**config.mk**
```make
export PLATFORM = sky130hd
export DESIGN_NAME = div_unit
export DESIGN_NICKNAME = d
export VERILOG_FILES = /design/src/rtl/div_unit.sv
export SDC_FILE = /design/constraint.sdc
export NUM_CORES = 1
export LEC_CHECK = 0
export CAP_MARGIN = 20
export CORE_AREA = 10 10 211 213
export CTS_BUF_LIST = sky130_fd_sc_hd__clkbuf_8
export CTS_CLUSTER_DIAMETER = 200
export CTS_CLUSTER_SIZE = 25
export DETAILED_ROUTE_END_ITERATION = 12
export DIE_AREA = 0 0 221 223
export PLACE_DENSITY_LB_ADDON = 0.15
export SLEW_MARGIN = 40
export SYNTH_ARGS = -nofsm -noshare
export SYNTH_HDL_FRONTEND = slang
export SYNTH_SLANG_ARGS = --single-unit
```
**constraint.sdc**
```tcl
create_clock -name clk -period 5.8 [get_ports clk]
set_input_delay 0.58 -clock clk [delete_from_list [all_inputs] [get_ports clk]]
set_output_delay 0.58 -clock clk [all_outputs]
set_load 0.005 [all_outputs]
```
**src/rtl/div_unit.sv**
```systemverilog
// Sequential signed restoring divider: quotient on lo_out, remainder on hi_out.
// Optional macro DIV_ZERO_TRAP_EN: a zero divisor finishes at once with div_zero instead of running.
module div_unit #(
  parameter int WIDTH = 32
) (
  input  logic             clk,
  input  logic             reset,
  input  logic [WIDTH-1:0] a_in,
  input  logic [WIDTH-1:0] b_in,
  input  logic             div_start,
  output logic [WIDTH-1:0] hi_out,
  output logic [WIDTH-1:0] lo_out,
  output logic             div_busy,
  output logic             div_end,
  output logic             div_zero,
  output logic [1:0]       dbg_state_o
);

  // Handshake: div_start is sampled only while idle (div_busy low) and ignored otherwise;
  // div_end is a one-cycle registered pulse, and results stay put until the next div_end.
  typedef enum logic [1:0] {
    S_IDLE = 2'd0,
    S_RUN  = 2'd1,
    S_FIX  = 2'd2
  } state_e;

  localparam int CW = $clog2(WIDTH + 1);

  state_e           state_q;
  logic [WIDTH-1:0] rem_q;
  logic [WIDTH-1:0] quo_q;
  logic [WIDTH-1:0] dvs_q;
  logic             q_neg_q;
  logic             r_neg_q;
  logic [CW-1:0]    cnt_q;
  logic [WIDTH-1:0] hi_q;
  logic [WIDTH-1:0] lo_q;
  logic             end_q;
  logic             zero_q;

  logic [WIDTH-1:0] abs_a;
  logic [WIDTH-1:0] abs_b;
  logic [WIDTH:0]   shl_rem;
  logic             take;
  logic [WIDTH-1:0] rem_d;
  logic [WIDTH-1:0] quo_d;
  logic [WIDTH-1:0] lo_fix;
  logic [WIDTH-1:0] hi_fix;
  logic             trap_hit;

  assign abs_a = a_in[WIDTH-1] ? -a_in : a_in;
  assign abs_b = b_in[WIDTH-1] ? -b_in : b_in;

`ifdef DIV_ZERO_TRAP_EN
  assign trap_hit = (b_in == '0);
`else
  assign trap_hit = 1'b0;
`endif

  // The shifted remainder needs one extra bit; after a conditional subtract it
  // is always below the divisor, so the low WIDTH bits of the difference suffice.
  always_comb begin
    shl_rem = {rem_q, quo_q[WIDTH-1]};
    take    = (shl_rem >= {1'b0, dvs_q});
    rem_d   = take ? (shl_rem[WIDTH-1:0] - dvs_q) : shl_rem[WIDTH-1:0];
    quo_d   = {quo_q[WIDTH-2:0], take};
  end

  always_comb begin
    lo_fix = q_neg_q ? -quo_q : quo_q;
    hi_fix = r_neg_q ? -rem_q : rem_q;
  end

  always_ff @(posedge clk or posedge reset) begin
    if (reset) begin
      state_q <= S_IDLE;
      rem_q   <= '0;
      quo_q   <= '0;
      dvs_q   <= '0;
      q_neg_q <= 1'b0;
      r_neg_q <= 1'b0;
      cnt_q   <= '0;
      hi_q    <= '0;
      lo_q    <= '0;
      end_q   <= 1'b0;
      zero_q  <= 1'b0;
    end else begin
      end_q  <= 1'b0;
      zero_q <= 1'b0;
      case (state_q)
        S_IDLE: begin
          if (div_start) begin
            if (trap_hit) begin
              end_q  <= 1'b1;
              zero_q <= 1'b1;
            end else begin
              rem_q   <= '0;
              quo_q   <= abs_a;
              dvs_q   <= abs_b;
              q_neg_q <= a_in[WIDTH-1] ^ b_in[WIDTH-1];
              r_neg_q <= a_in[WIDTH-1];
              cnt_q   <= CW'(WIDTH);
              state_q <= S_RUN;
            end
          end
        end
        S_RUN: begin
          rem_q <= rem_d;
          quo_q <= quo_d;
          cnt_q <= cnt_q - CW'(1);
          if (cnt_q == CW'(1)) begin
            state_q <= S_FIX;
          end
        end
        S_FIX: begin
          lo_q    <= lo_fix;
          hi_q    <= hi_fix;
          end_q   <= 1'b1;
          state_q <= S_IDLE;
        end
        default: state_q <= S_IDLE;
      endcase
    end
  end

  assign hi_out      = hi_q;
  assign lo_out      = lo_q;
  assign div_busy    = (state_q != S_IDLE);
  assign div_end     = end_q;
  assign div_zero    = zero_q;
  assign dbg_state_o = state_q;

endmodule

```
## Yosys cells after proc, flatten, opt, wreduce, memory -nomap -nowiden

Cells that the tools add are included.

| cells by class | value |
|---|---|
| $add $sub $neg | 6 |
| equality and inequality tests | 5 |
| magnitude comparators | 1 |
| mux-type cells | 15 |
| bitwise operators | 1 |
| reductions and logical operators | 6 |

Operator list:

| operator | count |
|---|---|
| 32-bit two-way mux | 7 |
| 32-bit negator | 4 |
| 32-bit case mux with 2 select lines | 2 |
| 33-bit by 32-bit >= comparator with 1-bit output | 1 |
| 32-bit subtractor | 1 |
| 6-bit case mux with 2 select lines | 1 |
| 6-bit by 1-bit equality test with 1-bit output (second input constant) | 1 |
| 6-bit two-way mux | 1 |
| 2-bit AND reduction | 3 |
| 6-bit by 1-bit subtractor with 6-bit output (second input constant) | 1 |
| 2-bit two-way mux | 2 |
| 2-bit inequality test (second input constant) | 2 |
| 2-bit case mux with 2 select lines | 1 |
| 2-bit nonzero test | 2 |
| 2-bit by 1-bit equality test with 1-bit output (second input constant) | 1 |
| 2-bit equality test (second input constant) | 1 |
| 2-bit zero test | 1 |
| 1-bit two-way mux | 1 |
| 1-bit bitwise XOR | 1 |

| word-level totals | value |
|---|---|
| logic and storage cells | 44 |
| register bits | 171 |
| bits of input ports | 67 |

## Logic depth before layout (Yosys ltp)

Gate-level depths: netlist of run 1.

| depth | value |
|---|---|
| depth after elaboration | 4 |
| depth in mapped cells | 14 |
| depth with buffers taken out | 13 |

## Worst setup path after synthesis of run 1

No wires, ideal clock.

| timing path | value |
|---|---|
| kind | input-to-reg |
| start point | input b_in[8] |
| end point | register dvs_q[29] |
| data arrival time | 3.294 ns |
| stages | 9 |
| path slack | 2.377 ns |
| setup time | 0.129 ns |
| cells stage by stage | or4_4 -> or4_4 -> or3_4 -> nand2b_4 -> or3_4 -> or4_4 -> o41ai_2 -> xor2_1 -> o21ai_1 |

| between the ends | value |
|---|---|
| cells in the longest elaborated chain, start to end | 2 |

Ends and longest elaborated chain:

| element | RTL line | RTL |
|---|---|---|
| start: declaration | 9 | `input logic [WIDTH-1:0] b_in,` |
| 32-bit negator | 52 | `assign abs_b = b_in[WIDTH-1] ? -b_in : b_in;` |
| 32-bit two-way mux | 52 |  |
| end signal: assignment | 99 | `dvs_q <= abs_b;` |
| end: declaration | 32 | `logic [WIDTH-1:0] dvs_q;` |

No other way between the ends.
A chain may end at the register's enable or synchronous reset.

## Worst setup path after layout of run 1

| timing path | value |
|---|---|
| start point | register rem_q[12] |
| end point | register rem_q[15] |

| between the ends | value |
|---|---|
| cells in the longest elaborated chain, start to end | 3 |

Ends and longest elaborated chain:

| element | RTL line | RTL |
|---|---|---|
| start: declaration | 30 | `logic [WIDTH-1:0] rem_q;` |
| start signal: assignment | 108 | `rem_q <= rem_d;` |
| 32-bit subtractor / 33-bit by 32-bit >= comparator with 1-bit output (equally long branches) | 65, 64 |  |
| 32-bit two-way mux (*) | 65 | `rem_d = take ? (shl_rem[WIDTH-1:0] - dvs_q) : shl_rem[WIDTH-1:0];` |
| 32-bit case mux with 2 select lines (*) | 90 | `case (state_q)` |

Every way passes the cells marked *; elsewhere a longest branch is shown, timed or not.

==> results of run 1 <==
[metrics by stage]
stage	utilization	power, uW	worst slack [ns]
2_1_floorplan	-	5420	0.588
3_3_place_gp	0.313	6780	1.76
3_5_place_dp	0.313	6800	1.75
4_1_cts	0.322	7680	2.11
5_1_grt	0.322	8420	1.94
6_report	0.322	7590	2.17
[power by group through the flow]
stage          Sequential (uW)  Clock (uW)  Combinational [uW]
2_1_floorplan             2080           0                3330
3_3_place_gp              2310           0                4470
3_5_place_dp              2330           0                4480
4_1_cts                   2300         893                4490
5_1_grt                   2390         940                5090
6_report                  2300         853                4440
[final timing paths]
kind,to,start,cells after the start,slack [ns]
min reg2reg,lo_out[19],lo_out[19],2,0.48
max in group asynchronous,q_neg_q,reset,3,4.30
max,rem_q[15],rem_q[12],9,2.17
min in group asynchronous,hi_out[12],reset,2,0.52
max reg2reg,rem_q[15],rem_q[12],9,2.17
min,lo_out[19],lo_out[19],2,0.48
[area by class of cell]
cell class | instances | area share
multi-input cells | 960 | 0.467
flip-flops and latches | 171 | 0.329
repair buffers | 145 | 0.109
well taps | 532 | 0.0511
clock buffers | 17 | 0.0180
inverters | 49 | 0.0151
clock inverters | 15 | 0.0108
[layout by cell type (no fill, tap or decap), types with 3 or more instances in the layout]
cell and n:
o21ai_0 214, dfrtp_1 169, nand2_1 162, clkdlybuf4s50_1 133, xor2_1 117, nor2_1 48, inv_1 48, a21oi_1 46
nand3_1 38, ha_1 38, o31ai_1 33, or3_1 32, a22oi_1 30, xnor2_1 29, mux2i_1 18, clkbuf_8 17
nor3_1 16, o41ai_1 11, a21o_1 11, nand2b_1 10, buf_4 10, or4_1 9, a31oi_1 8, nor2b_1 8
inv_6 8, nor4_1 6, nand4_1 5, or2_2 5, inv_8 5, o21bai_1 4, a211oi_1 4, o21a_1 4
a31o_2 3, a21boi_0 3, a22o_1 3, nand3b_1 3, or4_4 3
[sequential cells by signal, summed over array words and instances, names as in the netlist]
register     cells
dbg_state_o      2
lo_out          32
r_neg_q          1
q_neg_q          1
cnt_q            6
hi_out          32
quo_q           32
rem_q           32
div_end          1
dvs_q           32
[worst max-delay path, stage by stage, from the launching register on]
cell,delay (ns)
dfrtp_1,0.49
ha_1,0.46
nand3_1,0.17
or3_1,0.45
o41a_1,0.44
a31oi_1,0.26
o21ai_4,0.18
buf_4,0.26
or4b_2,0.65
a31oi_1,0.17
[layer usage]
layer,vias up,wire [microns],part of all wire,GRT usage
li1,4616,-,-,-
met1,4172,16800,0.53,0.187
met2,137,13200,0.42,0.185
met3,14,1040,0.033,0.0268
met4,0,322,0.010,0.0294
met5,-,0,0,0
[cells by family after synthesis]
logic type	count (synthesis)
xor gates and xnor gates	146
buffers and inverters	118
adders and majority gates	39
DFF	171
other	1
and+or+nand+nor	360
AOI/OAI and AO/OA	396
muxes	18
==> results.sh, run 1 <==
export IMPL_status="finished clean"
export IMPL_yosys_cell_count_top_type="o21ai_0"
export IMPL_core_sq_um=40400
export IMPL_synth_area_sq_um=10800
export IMPL_yosys_register_bits=171
export IMPL_start_util=0.267
export IMPL_synth_nets=1355
export IMPL_slew_headroom=0.576
export IMPL_maxCapViolCount=0
export IMPL_p_leak_uw=0.00550
export IMPL_ff_latch_area_sq_um=4280
export IMPL_muxShareOfSynthArea=0.0167
export IMPL_synthSimpleGateAreaFrac=0.159
export IMPL_avgSynthCellArea_sq_um=8.61
export IMPL_fillers=4340
export IMPL_cts_resized_gates=0
export IMPL_fin_crit_ns=3.63
export IMPL_gp_congestion=0.822
export IMPL_yosys_top_cells_count="o21ai_0 (215), dfrtp_1 (171), nand2_1 (163)"
export IMPL_ys_warn_count=0
export IMPL_grt_pass1_vias=8883
export IMPL_drt_wl_total_mm=31.4
export IMPL_power_density_nw_per_um2=583
export IMPL_grt_max_degree=102
export IMPL_ys_types=59
export IMPL_synth_xor_xnor_area_share=0.119
export IMPL_cts_buffers=17
export IMPL_ir_drop_mv=0.252
export IMPL_arrival_ns=4.05
export IMPL_synthAdderAreaFrac=0.0461
export IMPL_synthArstFlopShare=1.00
export IMPL_switching_share=0.477
export IMPL_port_buffers=134
export IMPL_fin_skew_ns=0.0151
export IMPL_required_ns=6.22
export IMPL_yosys_most_used_dff="dfrtp_1"
export IMPL_synth_area_leader_cell="dfrtp_1"
export IMPL_fp_dieW_microns=221
export IMPL_cts_tree="built"
export IMPL_clock_latency_ns=0.50
export IMPL_ys_top_cells_by_area="dfrtp_1 (40%), o21ai_0 (10%), xor2_1 (9.5%)"
export IMPL_area_growth_pct=21.0
export IMPL_route_vias_total=8939
export IMPL_via_per_inst=4.73
export IMPL_clock_path_buffers=2
export IMPL_clk_pin_slew_ns=0.10
export IMPL_grt_ovfl_total=0
export IMPL_drtPass1Iterations=5
export IMPL_htreeDepth=4
export IMPL_synth_top_family_by_area="compound AO/OA/AOI/OAI gates"
export IMPL_grtUsageTotal=0.127
export IMPL_multi_input_area_sq_um=6080
export IMPL_clock_root_buffer="clkbuf_8"
export IMPL_tightest_slew_ns=0.636
export IMPL_antenna_found_initial=0
export IMPL_timing_final_crit_share=0.626
export IMPL_die_area_sq_um=49300
export IMPL_whs_ns=0.485
export IMPL_cts_sinks=171
export IMPL_drc=0
export IMPL_hold_path_class="reg2reg"
export IMPL_pwr_share_clk=0.112
export IMPL_synth_edf_count=0
export IMPL_grt_setup_unrepaired="no"
export IMPL_post_cts_buffers=0
export IMPL_syn_inst=1249
export IMPL_rows=74
export IMPL_p_sw_uw=3620
export IMPL_synth_top_area_frac=0.398
export IMPL_crit_path_end_kind="flip-flop"
export IMPL_drtAntennaViolNets=0
export IMPL_final_nets=1450
export IMPL_fmax_mhz=276
export IMPL_startpoint_type="flip-flop"
export IMPL_die_height_microns=223
export IMPL_dp_final_hpwl_mm=24.2
export IMPL_final_setup_viol_count=0
export IMPL_hold_buffers=0
export IMPL_routedWlPerCell_microns=16.6
export IMPL_first_iter_violations=525
export IMPL_setup_tns_ns=0
export IMPL_slew_violations=0
export IMPL_power_frac_seq=0.303
export IMPL_finalInstanceArea_sq_um=13000
export IMPL_drive_gt1_frac=0.0523
export IMPL_place_inst=1857
export IMPL_pin_count=136
export IMPL_grt_pass1_wl_mm=51.3
export IMPL_placed_area_sq_um=12600
export IMPL_p_int_uw=3970
export IMPL_critPathMaxFanout=23
export IMPL_n_antenna_cell=0
export IMPL_final_cells=1889
export IMPL_combPwrFrac=0.585
export IMPL_path_class="reg2reg"
export IMPL_hold_viol_final=0
export IMPL_synth_compound_area_frac=0.220
export IMPL_seq_area_frac_synth=0.398
No activity file was read; power rests on OpenSTA's default activity.
==> run 2, diff against run 1 <==
- clock period: 5.8 -> 3.4 ns (I/O delays scaled with it)
==> results.sh, run 2 (synthesis results as in run 1) <==
export IMPL_status="finished clean"
export IMPL_die_area_sq_um=49300
export IMPL_ff2ff_path_depth=9
export IMPL_r2r_start="rem_q[6]"
export IMPL_p_leak_uw=0.00590
export IMPL_fillers=4323
export IMPL_drive_gt1_frac=0.101
export IMPL_finalInstanceArea_sq_um=13700
export IMPL_final_common_cell="o21ai_0"
export IMPL_final_nets=1521
export IMPL_fin_crit_ns=3.22
export IMPL_critPathMaxFanout=8
export IMPL_grt_ovfl_total=0
export IMPL_rrSetupSlack_ns=0.18
export IMPL_grtUsageTotal=0.133
export IMPL_die_height_microns=223
export IMPL_gp_congestion=0.835
export IMPL_grt_pass1_wl_mm=52.7
export IMPL_final_setup_viol_count=0
export IMPL_clk_pin_slew_ns=0.11
export IMPL_p_total_uw=13900
export IMPL_fp_dieW_microns=221
export IMPL_grt_util_met2=0.193
export IMPL_rows=74
export IMPL_area_growth_pct=27.7
export IMPL_path_class="reg2reg"
export IMPL_routedWlPerCell_microns=16.8
export IMPL_met1_usage=0.194
export IMPL_ir_drop_mv=0.813
export IMPL_port_buffers=134
export IMPL_fmax_mhz=311
export IMPL_first_iter_violations=471
export IMPL_timing_final_crit_share=0.947
export IMPL_clock_latency_ns=0.52
export IMPL_grt_max_degree=63
export IMPL_cts_tree="built"
export IMPL_drtAntennaViolNets=0
export IMPL_maxCapViolCount=0
export IMPL_clock_root_buffer="clkbuf_8"
export IMPL_startpoint_type="flip-flop"
export IMPL_power_density_nw_per_um2=1010
export IMPL_required_ns=3.80
export IMPL_combPwrFrac=0.615
export IMPL_placed_area_sq_um=13200
export IMPL_antenna_found_initial=1
export IMPL_p_sw_uw=6520
export IMPL_core_sq_um=40400
export IMPL_grt_setup_unrepaired="no"
export IMPL_drt_wl_total_mm=33.0
export IMPL_htreeDepth=4
export IMPL_power_frac_seq=0.269
export IMPL_layout_cells_most_common_list="o21ai_0 (214), dfrtp_1 (170), nand2_1 (162), clkdlybuf4s50_1 (133), xor2_1 (117)"
export IMPL_p_int_uw=7410
export IMPL_pwr_share_clk=0.116
export IMPL_dp_final_hpwl_mm=25.5
export IMPL_arrival_ns=3.62
export IMPL_slew_headroom=0.546
export IMPL_via_per_inst=4.76
export IMPL_cts_sinks=171
export IMPL_hold_path_class="in2async"
export IMPL_cts_buffers=17
export IMPL_slew_violations=0
export IMPL_globalRouteMet3Util=0.0211
export IMPL_hold_buffers=0
export IMPL_tightest_slew_ns=0.682
export IMPL_crit_path_end_kind="flip-flop"
export IMPL_utilization=0.340
export IMPL_drc=0
export IMPL_fin_skew_ns=0.0219
export IMPL_finalWorstSetupSlack_ns=0.180
export IMPL_switching_share=0.468
export IMPL_dp_slack_ns=-0.285
export IMPL_rr_endpoint="hi_out[30]"
export IMPL_grt_busiest_layer="met1"
export IMPL_hold_viol_final=0
export IMPL_clock_path_buffers=2
export IMPL_whs_ns=0.160
export IMPL_pin_count=136
export IMPL_grt_pass1_vias=9240
export IMPL_route_vias_total=9346
export IMPL_drtPass1Iterations=5
export IMPL_start_util=0.267
==> run 2: cell count changes in the layout (fill, tap and decap cells not counted), moves of 2 or more <==
| cell | change |
|---|---|
| bufinv_16 | +2 |
| clkinvlp_4 | +2 |
| buf_4 | +63 |
| buf_12 | +7 |
| inv_6 | -5 |
| diode_2 | +2 |
==> run 2: worst max path at each step <==
stage,startpoint,to,slack [ns],cells past startpoint
floorplan,b_in[8],dvs_q[29],0.22,9
global placement,b_in[8],dvs_q[29],-0.25,10
detailed placement,b_in[8],dvs_q[29],-0.29,10
CTS,quo_q[31],rem_q[30],0.07,15
global route,rem_q[6],hi_out[28],0.02,9
finish,rem_q[6],hi_out[30],0.18,9
==> run 2: power groups by stage <==
stage	logic, uW	registers, uW	clock network, uW
final	8560	3750	1610
after global routing	9660	3890	1780
after CTS	8400	3750	1700
after detailed placement	8380	3790	0
after global placement	8330	3770	0
after floorplan	5690	3550	0
==> run 2: worst max-delay path, stage by stage, from the launching register on <==
cell and delay (ns):
dfrtp_1 0.50, or4_1 0.58, or2_2 0.30, or3_1 0.35
or4_1 0.50, nand2b_1 0.22, nand2b_1 0.17, o21ai_0 0.21
xor2_1 0.18, o21ai_0 0.09
==> run 2: what timing repair did <==
item	CTS	global route
setup buffers	0	1
endpoints found under the setup margin	0	26
endpoints found under the hold margin	0	0
resized for setup	0	4
==> run 2: area by class of cell <==
type	instances	area, sq um	area share
well taps	532	666	0.0485
inverters	49	188	0.0137
repair buffers	216	2080	0.151
diodes	2	5.00	0.000364
clock inverters	15	195	0.0142
flip-flops and latches	171	4280	0.312
multi-input cells	960	6090	0.443
clock buffers	17	234	0.0170
==> run 2: layer usage <==
metal	vias up	routed length, microns
li1	4772	-
met1	4409	17600
met2	145	14000
met3	20	923
met4	0	497
met5	-	0
==> run 2: metrics by stage <==
stage	cells	setup TNS, ns
after detailed placement	1925	-1.13
after global routing	1961	0
final	1962	0
after floorplan	1249	0
after CTS	1957	0
after global placement	1923	-0.834
